==> src/rtl/branch_fb_queue_pkg.sv <==
// +----------------------------------------------------------------------------+
// | Module : mips_core_pkg                                                     |
// | Brief  : Shared core types for the branch feedback queue and predictor.    |
// | Rev    : 1.0  initial release                                              |
// +----------------------------------------------------------------------------+
`default_nettype none

package mips_core_pkg;

    localparam int ADDR_WIDTH       = 32;
    localparam int G_HISTORY_BITS   = 8;
    localparam int BRANCH_FBQ_DEPTH = 8;

    typedef enum logic {
        NOT_TAKEN = 1'b0,
        TAKEN     = 1'b1
    } BranchOutcome;

    typedef enum logic [1:0] {
        FBQ_FREE     = 2'd0,
        FBQ_PENDING  = 2'd1,
        FBQ_RESOLVED = 2'd2
    } fbq_state_t;

    typedef struct packed {
        logic [ADDR_WIDTH-1:0]     pc;
        logic [G_HISTORY_BITS-1:0] ghistory;
        BranchOutcome              pred;
        logic                      pred_gshare;
        logic                      pred_2bit;
        logic [ADDR_WIDTH-1:0]     recovery_pc;
        BranchOutcome              outcome;
    } branch_fb_entry_t;

endpackage

`default_nettype wire

==> src/rtl/branch_fb_queue_if.sv <==
// +----------------------------------------------------------------------------+
// | Module : branch_fb_queue_if                                                |
// | Brief  : Decode/execute/predictor-feedback bundle of the branch queue.     |
// | Rev    : 1.0  initial release                                              |
// +----------------------------------------------------------------------------+
`default_nettype none

interface branch_fb_queue_if #(
    parameter int DEPTH = mips_core_pkg::BRANCH_FBQ_DEPTH
);
    localparam int TAG_W = $clog2(DEPTH);
    localparam int AW    = mips_core_pkg::ADDR_WIDTH;
    localparam int GW    = mips_core_pkg::G_HISTORY_BITS;

    logic             alloc_valid;
    logic             alloc_ready;
    logic [AW-1:0]    alloc_pc;
    logic [GW-1:0]    alloc_ghistory;
    logic             alloc_pred;
    logic             alloc_pred_gshare;
    logic             alloc_pred_2bit;
    logic [AW-1:0]    alloc_recovery_pc;
    logic [TAG_W-1:0] alloc_tag;

    logic             resolve_valid;
    logic [TAG_W-1:0] resolve_tag;
    logic             resolve_outcome;

    logic             fb_valid;
    logic [AW-1:0]    fb_pc;
    logic [GW-1:0]    fb_ghistory;
    logic             fb_pred;
    logic             fb_pred_gshare;
    logic             fb_pred_2bit;
    logic             fb_outcome;
    logic             mispredict;
    logic [AW-1:0]    redirect_pc;
    logic [TAG_W:0]   count;

    modport master (
        output alloc_valid, alloc_pc, alloc_ghistory, alloc_pred, alloc_pred_gshare,
               alloc_pred_2bit, alloc_recovery_pc, resolve_valid, resolve_tag, resolve_outcome,
        input  alloc_ready, alloc_tag, fb_valid, fb_pc, fb_ghistory, fb_pred, fb_pred_gshare,
               fb_pred_2bit, fb_outcome, mispredict, redirect_pc, count
    );

    modport slave (
        input  alloc_valid, alloc_pc, alloc_ghistory, alloc_pred, alloc_pred_gshare,
               alloc_pred_2bit, alloc_recovery_pc, resolve_valid, resolve_tag, resolve_outcome,
        output alloc_ready, alloc_tag, fb_valid, fb_pc, fb_ghistory, fb_pred, fb_pred_gshare,
               fb_pred_2bit, fb_outcome, mispredict, redirect_pc, count
    );

endinterface

`default_nettype wire

==> src/rtl/branch_fb_queue.sv <==
// +----------------------------------------------------------------------------+
// | Module : branch_fb_queue                                                   |
// | Brief  : In-order queue of in-flight branches; out-of-order resolve,       |
// |          in-order retire into predictor feedback with mispredict flush.    |
// | Rev    : 1.0  initial release                                              |
// +----------------------------------------------------------------------------+
`default_nettype none

module branch_fb_queue
    import mips_core_pkg::*;
#(
    parameter int DEPTH = BRANCH_FBQ_DEPTH
) (
    input  wire logic         clk,
    input  wire logic         rst,
    branch_fb_queue_if.slave  bus
);

    localparam int             IDX_W   = $clog2(DEPTH);
    localparam logic [IDX_W:0] PTR_ONE = {{IDX_W{1'b0}}, 1'b1};

    logic [IDX_W:0]        head_q, head_d, tail_q, tail_d;
    fbq_state_t            state_q [DEPTH];
    fbq_state_t            state_d [DEPTH];
    branch_fb_entry_t      entry_q [DEPTH];
    branch_fb_entry_t      entry_d [DEPTH];
    branch_fb_entry_t      fb_q, fb_d;
    logic                  fb_valid_q, fb_valid_d;
    logic                  mispredict_q, mispredict_d;
    logic [ADDR_WIDTH-1:0] redirect_pc_q, redirect_pc_d;

    logic [IDX_W-1:0]      w_head_idx, w_tail_idx;
    logic                  w_full, w_pop, w_pop_mis, w_alloc_ready, w_alloc;

    always_comb begin
        w_head_idx    = head_q[IDX_W-1:0];
        w_tail_idx    = tail_q[IDX_W-1:0];
        w_full        = (w_head_idx == w_tail_idx) && (head_q[IDX_W] != tail_q[IDX_W]);
        w_pop         = (state_q[w_head_idx] == FBQ_RESOLVED);
        w_pop_mis     = w_pop && (entry_q[w_head_idx].outcome != entry_q[w_head_idx].pred);
        // A mispredicting retire flushes the queue, so nothing may enter behind it.
        w_alloc_ready = !w_full && !w_pop_mis;
        w_alloc       = bus.alloc_valid && w_alloc_ready;

        head_d        = head_q;
        tail_d        = tail_q;
        state_d       = state_q;
        entry_d       = entry_q;
        fb_d          = fb_q;
        fb_valid_d    = 1'b0;
        mispredict_d  = 1'b0;
        redirect_pc_d = redirect_pc_q;

        if (bus.resolve_valid && (state_q[bus.resolve_tag] == FBQ_PENDING)) begin
            entry_d[bus.resolve_tag].outcome = BranchOutcome'(bus.resolve_outcome);
            state_d[bus.resolve_tag]         = FBQ_RESOLVED;
        end

        if (w_alloc) begin
            entry_d[w_tail_idx] = '{
                pc:          bus.alloc_pc,
                ghistory:    bus.alloc_ghistory,
                pred:        BranchOutcome'(bus.alloc_pred),
                pred_gshare: bus.alloc_pred_gshare,
                pred_2bit:   bus.alloc_pred_2bit,
                recovery_pc: bus.alloc_recovery_pc,
                outcome:     NOT_TAKEN
            };
            state_d[w_tail_idx] = FBQ_PENDING;
            tail_d              = tail_q + PTR_ONE;
        end

        if (w_pop) begin
            fb_d                = entry_q[w_head_idx];
            fb_valid_d          = 1'b1;
            mispredict_d        = w_pop_mis;
            redirect_pc_d       = w_pop_mis ? entry_q[w_head_idx].recovery_pc : '0;
            state_d[w_head_idx] = FBQ_FREE;
            head_d              = head_q + PTR_ONE;
        end

        // Flush: overrides any same-edge resolve and leaves head == tail next cycle.
        if (w_pop_mis) begin
            for (int i = 0; i < DEPTH; i++) begin
                state_d[i] = FBQ_FREE;
            end
            tail_d = head_q + PTR_ONE;
        end
    end

    always_ff @(posedge clk) begin
        if (rst) begin
            head_q        <= '0;
            tail_q        <= '0;
            fb_q          <= '0;
            fb_valid_q    <= 1'b0;
            mispredict_q  <= 1'b0;
            redirect_pc_q <= '0;
            for (int i = 0; i < DEPTH; i++) begin
                state_q[i] <= FBQ_FREE;
                entry_q[i] <= '0;
            end
        end else begin
            head_q        <= head_d;
            tail_q        <= tail_d;
            fb_q          <= fb_d;
            fb_valid_q    <= fb_valid_d;
            mispredict_q  <= mispredict_d;
            redirect_pc_q <= redirect_pc_d;
            state_q       <= state_d;
            entry_q       <= entry_d;
        end
    end

    assign bus.alloc_ready    = w_alloc_ready;
    assign bus.alloc_tag      = w_tail_idx;
    assign bus.count          = tail_q - head_q;
    assign bus.fb_valid       = fb_valid_q;
    assign bus.fb_pc          = fb_q.pc;
    assign bus.fb_ghistory    = fb_q.ghistory;
    assign bus.fb_pred        = fb_q.pred;
    assign bus.fb_pred_gshare = fb_q.pred_gshare;
    assign bus.fb_pred_2bit   = fb_q.pred_2bit;
    assign bus.fb_outcome     = fb_q.outcome;
    assign bus.mispredict     = mispredict_q;
    assign bus.redirect_pc    = redirect_pc_q;

endmodule

`default_nettype wire

==> src/flat_wrapper.sv <==
// flat-port wrapper written by rule: the top's interface ports become plain ports
module branch_fb_queue_flat import mips_core_pkg::*;
#(
    parameter int DEPTH = BRANCH_FBQ_DEPTH
)
  (clk, rst, bus_alloc_valid, bus_alloc_pc, bus_alloc_ghistory, bus_alloc_pred, bus_alloc_pred_gshare, bus_alloc_pred_2bit, bus_alloc_recovery_pc, bus_resolve_valid, bus_resolve_tag, bus_resolve_outcome, bus_alloc_ready, bus_alloc_tag, bus_fb_valid, bus_fb_pc, bus_fb_ghistory, bus_fb_pred, bus_fb_pred_gshare, bus_fb_pred_2bit, bus_fb_outcome, bus_mispredict, bus_redirect_pc, bus_count);
  branch_fb_queue_if #(.DEPTH(DEPTH)) bus_i ();
  input  wire logic clk;
  input  wire logic rst;
  input wire logic [$bits(bus_i.alloc_valid)-1:0] bus_alloc_valid;
  input wire logic [$bits(bus_i.alloc_pc)-1:0] bus_alloc_pc;
  input wire logic [$bits(bus_i.alloc_ghistory)-1:0] bus_alloc_ghistory;
  input wire logic [$bits(bus_i.alloc_pred)-1:0] bus_alloc_pred;
  input wire logic [$bits(bus_i.alloc_pred_gshare)-1:0] bus_alloc_pred_gshare;
  input wire logic [$bits(bus_i.alloc_pred_2bit)-1:0] bus_alloc_pred_2bit;
  input wire logic [$bits(bus_i.alloc_recovery_pc)-1:0] bus_alloc_recovery_pc;
  input wire logic [$bits(bus_i.resolve_valid)-1:0] bus_resolve_valid;
  input wire logic [$bits(bus_i.resolve_tag)-1:0] bus_resolve_tag;
  input wire logic [$bits(bus_i.resolve_outcome)-1:0] bus_resolve_outcome;
  output wire logic [$bits(bus_i.alloc_ready)-1:0] bus_alloc_ready;
  output wire logic [$bits(bus_i.alloc_tag)-1:0] bus_alloc_tag;
  output wire logic [$bits(bus_i.fb_valid)-1:0] bus_fb_valid;
  output wire logic [$bits(bus_i.fb_pc)-1:0] bus_fb_pc;
  output wire logic [$bits(bus_i.fb_ghistory)-1:0] bus_fb_ghistory;
  output wire logic [$bits(bus_i.fb_pred)-1:0] bus_fb_pred;
  output wire logic [$bits(bus_i.fb_pred_gshare)-1:0] bus_fb_pred_gshare;
  output wire logic [$bits(bus_i.fb_pred_2bit)-1:0] bus_fb_pred_2bit;
  output wire logic [$bits(bus_i.fb_outcome)-1:0] bus_fb_outcome;
  output wire logic [$bits(bus_i.mispredict)-1:0] bus_mispredict;
  output wire logic [$bits(bus_i.redirect_pc)-1:0] bus_redirect_pc;
  output wire logic [$bits(bus_i.count)-1:0] bus_count;
  assign bus_i.alloc_valid = bus_alloc_valid;
  assign bus_i.alloc_pc = bus_alloc_pc;
  assign bus_i.alloc_ghistory = bus_alloc_ghistory;
  assign bus_i.alloc_pred = bus_alloc_pred;
  assign bus_i.alloc_pred_gshare = bus_alloc_pred_gshare;
  assign bus_i.alloc_pred_2bit = bus_alloc_pred_2bit;
  assign bus_i.alloc_recovery_pc = bus_alloc_recovery_pc;
  assign bus_i.resolve_valid = bus_resolve_valid;
  assign bus_i.resolve_tag = bus_resolve_tag;
  assign bus_i.resolve_outcome = bus_resolve_outcome;
  assign bus_alloc_ready = bus_i.alloc_ready;
  assign bus_alloc_tag = bus_i.alloc_tag;
  assign bus_fb_valid = bus_i.fb_valid;
  assign bus_fb_pc = bus_i.fb_pc;
  assign bus_fb_ghistory = bus_i.fb_ghistory;
  assign bus_fb_pred = bus_i.fb_pred;
  assign bus_fb_pred_gshare = bus_i.fb_pred_gshare;
  assign bus_fb_pred_2bit = bus_i.fb_pred_2bit;
  assign bus_fb_outcome = bus_i.fb_outcome;
  assign bus_mispredict = bus_i.mispredict;
  assign bus_redirect_pc = bus_i.redirect_pc;
  assign bus_count = bus_i.count;
  branch_fb_queue #(.DEPTH(DEPTH)) u_core (.clk(clk), .rst(rst), .bus(bus_i));
endmodule
==> config.mk <==
export PLATFORM = sky130hd
export DESIGN_NAME = branch_fb_queue_flat
export DESIGN_NICKNAME = d
export VERILOG_FILES = /design/src/rtl/branch_fb_queue_pkg.sv /design/src/rtl/branch_fb_queue_if.sv /design/src/rtl/branch_fb_queue.sv /design/src/flat_wrapper.sv
export SDC_FILE = /design/constraint.sdc
export NUM_CORES = 2
export LEC_CHECK = 0
export BUFFER_PORTS_ARGS = -buffer_cell sky130_fd_sc_hd__buf_2
export CELL_PAD_IN_SITES_DETAIL_PLACEMENT = 1
export CELL_PAD_IN_SITES_GLOBAL_PLACEMENT = 1
export CORE_ASPECT_RATIO = 2
export CORE_MARGIN = 3
export CORE_UTILIZATION = 50
export DETAILED_ROUTE_END_ITERATION = 12
export HOLD_SLACK_MARGIN = 0.03
export PLACE_DENSITY = 0.78
export SLEW_MARGIN = 20
export SYNTH_ARGS = -nofsm -noshare
export SYNTH_HDL_FRONTEND = slang
export SYNTH_SLANG_ARGS = --single-unit
==> constraint.sdc <==
create_clock -name clk -period 5.7 [get_ports clk]
set_input_delay 0.57 -clock clk [delete_from_list [all_inputs] [get_ports clk]]
set_output_delay 0.57 -clock clk [all_outputs]
set_load 0.02 [all_outputs]
==> out/metrics.yaml <==
outcome: "completed"
reg2reg_depth: 7
async_reset_ff_frac: 0
synth-seq-cells: 710
post_cts_buffers: 0
finalSetupTns_ps: 0
maxSlewViolCount: 0
cts-root-buf: "clkbuf_16"
start_util: 0.508
dieArea_um2: 64500
grt_pass1_vias: 26300
ant_nets: 0
synth_fp_nets: 3234
setup_viol: 0
reg2reg_from: "u_core.head_q[2]"
p_per_area_nw_per_um2: 322
min-delay-start: "bus_resolve_outcome"
crit_type: "reg2out"
synth_top_family_by_area: "multiplexers"
synth_xor_area_frac: 0.00428
synth-compound-area-share: 0.0791
cts_buffers: 66
chipWidth_um: 181
cts_tree: "done"
path_buf_inv: 1
crit_top_cell: "nor2_1"
period_share: 0.914
p_leak_nw: 15.4
slowest_stage: "dfxtp_4"
yosys.area_share.simple: 0.128
ys_seq_area_frac: 0.464
clk_latency_ps: 610
ff_latch_area_um2: 14200
htree_levels: 3
ctsResizeCount: 0
grt_start_max_net_pins: 161
dp_hpwl_um: 58300
finalWirelength_um: 93600
gp_congestion: 0.887
maxCapViolations: 0
yosysWarnings: 0
worstPathMaxFanout: 58
peakVddDrop_mv: 0.281
cts.sink_count: 710
synth_most_common_cell: "mux2i_1"
startpoint_type: "flip-flop"
ioPinCount: 169
nFillCells: 6741
required_ps: 5130
placedInstanceArea_um2: 31600
hold_viol_final: 0
n_antenna_cell: 0
worstMarginPinSlew_ps: 1140
clk_pin_slew_ps: 70
wl_per_cell_um: 23.4
synth_area_leaders: "dfxtp_1 46%, mux2i_1 25%, nand2_1 8.6%"
ctsHoldBuffers: 0
syn-instance-count: 3145
grt_overflow: 0
finalNetCount: 3261
endpoint_kind: "output port"
r2r-end: "u_core.entry_q[403]"
syn_to_final_growth_pct: 10.1
arrival_ps: 4640
max_freq_mhz: 192
hold_depth: 3
layout-drive-gt1-share: 0.120
period_minus_slack_ps: 5210
rsz0062_at_grt: "false"
port_buffers: 168
drtPass1Iterations: 5
synth.avg_cell_area_um2: 9.75
num_vias: 23800
netlist_area_um2: 30700
regToRegSetupSlack_ps: 1150
grt_pass1_wl_um: 145000
synthDominantCellAreaShare: 0.464
skew_ps: 19.9
track_usage: 0.281
path_delay_family: "simple AND/OR/NAND/NOR gates"
clockBufferDepth: 3
slowest_delay_ps: 1020
maxSlewHeadroom: 0.237
stdcell_area_um2: 33800
hold_path.class: "in2reg"
antenna_found_initial: 0
die_h_um: 356
yosys.area.top_type: "dfxtp_1"
synth_mux_area_frac: 0.271
ys_types: 57
hold_path_end: "u_core.entry_q[76]"
core-area_um2: 60400
multiInputGateArea_um2: 15000
crit_chain: "nand2b_1 > o22ai_1 > a2111oi_4 > nand2_1 > nor2_1 > nor2_1 > buf_2"
ys.flop_type: "dfxtp_1"
fp-row-count: 127
synth_edf_count: 0
synth_commonest_cells: "765 x mux2i_1, 710 x dfxtp_1, 701 x nand2_1"
synth-adder-area-share: 0.00269
drcViolationCount: 0
viasPerCell: 5.97
drt-initial-drc-count: 1386
-- how the worst max path moves through the flow --
stage / startpoint / end / slack [ps] / depth (start not counted)
2_1_floorplan: u_core.head_q[1] / u_core.entry_q[10] / 2320 / 13
3_3_place_gp: u_core.head_q[2] / bus_alloc_ready / 1150 / 7
3_5_place_dp: u_core.head_q[2] / bus_alloc_ready / 1120 / 7
4_1_cts: u_core.head_q[2] / bus_alloc_ready / 470 / 7
5_1_grt: u_core.head_q[2] / bus_alloc_ready / 270 / 7
6_report: u_core.head_q[2] / bus_alloc_ready / 490 / 7
-- worst min-delay path: cells and delay by family --
kind | cells | cell delay [ps]
muxes | 1 | 140
and+or+nand+nor | 1 | 50
buffers and inverters | 1 | 160
-- sequential cells by signal (all words and copies together) (netlist names), 4 cells and up --
register,cells
u_core.state_q,16
u_core.entry_q,608
u_core.bus.fb_ghistory,8
u_core.head_q,4
u_core.bus.redirect_pc,32
u_core.tail_q,4
u_core.bus.fb_pc,32
-- layout by cell type (no fill, tap or decap), types with 7 or more instances in the layout --
cell,n
clkbuf_1,8
o22ai_1,52
mux2i_1,765
nand2_1,701
clkbuf_16,67
a22o_1,34
and3_1,7
buf_12,10
a221oi_1,61
clkinv_2,13
xnor2_1,8
dfxtp_1,707
nor3_1,54
clkbuf_8,15
nand2b_1,8
inv_1,10
mux4_2,26
nor2_1,187
nand3_1,10
buf_2,167
a211oi_1,29
buf_4,41
a21oi_1,135
-- layer usage --
layer	vias up	GRT usage	wire, um
li1	11000	-	-
met1	12100	0.319	37400
met2	543	0.534	49700
met3	202	0.0306	2870
met4	0	0.113	3530
met5	-	0	0
-- through the flow --
stage                     power (mW)  worst slack, ps  hold slack (ps)  utilization  instances
after CTS                       10.9              469              356        0.559       3991
final                           10.9              493              377        0.559       3991
after global placement          6.33             1150              439        0.523       3878
after global routing            11.2              265              384        0.559       3991
after floorplan                 6.05             2320              432            -       3145
after detailed placement        6.38             1120              450        0.523       3878
-- report_power, final --
| group | leakage [nW] | internal, mW | switching (mW) |
|---|---|---|---|
| clock network | 1.09 | 2.63 | 1.96 |
| logic | 8.53 | 0.379 | 0.696 |
| registers | 5.74 | 5.11 | 0.101 |
| total | 15.4 | 8.11 | 2.75 |
-- cells by family after synthesis --
group | count (synthesis)
muxes | 798
DFF | 710
adders and majority gates | 6
and+or+nand+nor | 994
AOI/OAI and AO/OA | 353
xor gates and xnor gates | 12
buffers and inverters | 272
-- layout make-up --
class,count,area share
multi-input combinational,2163,0.444
sequential,710,0.421
clock buffer,90,0.0566
inverter,13,0.00167
clock inverter,23,0.00826
tap,774,0.0287
timing repair buffer,218,0.0398
Power figures use the tool's default switching activity.
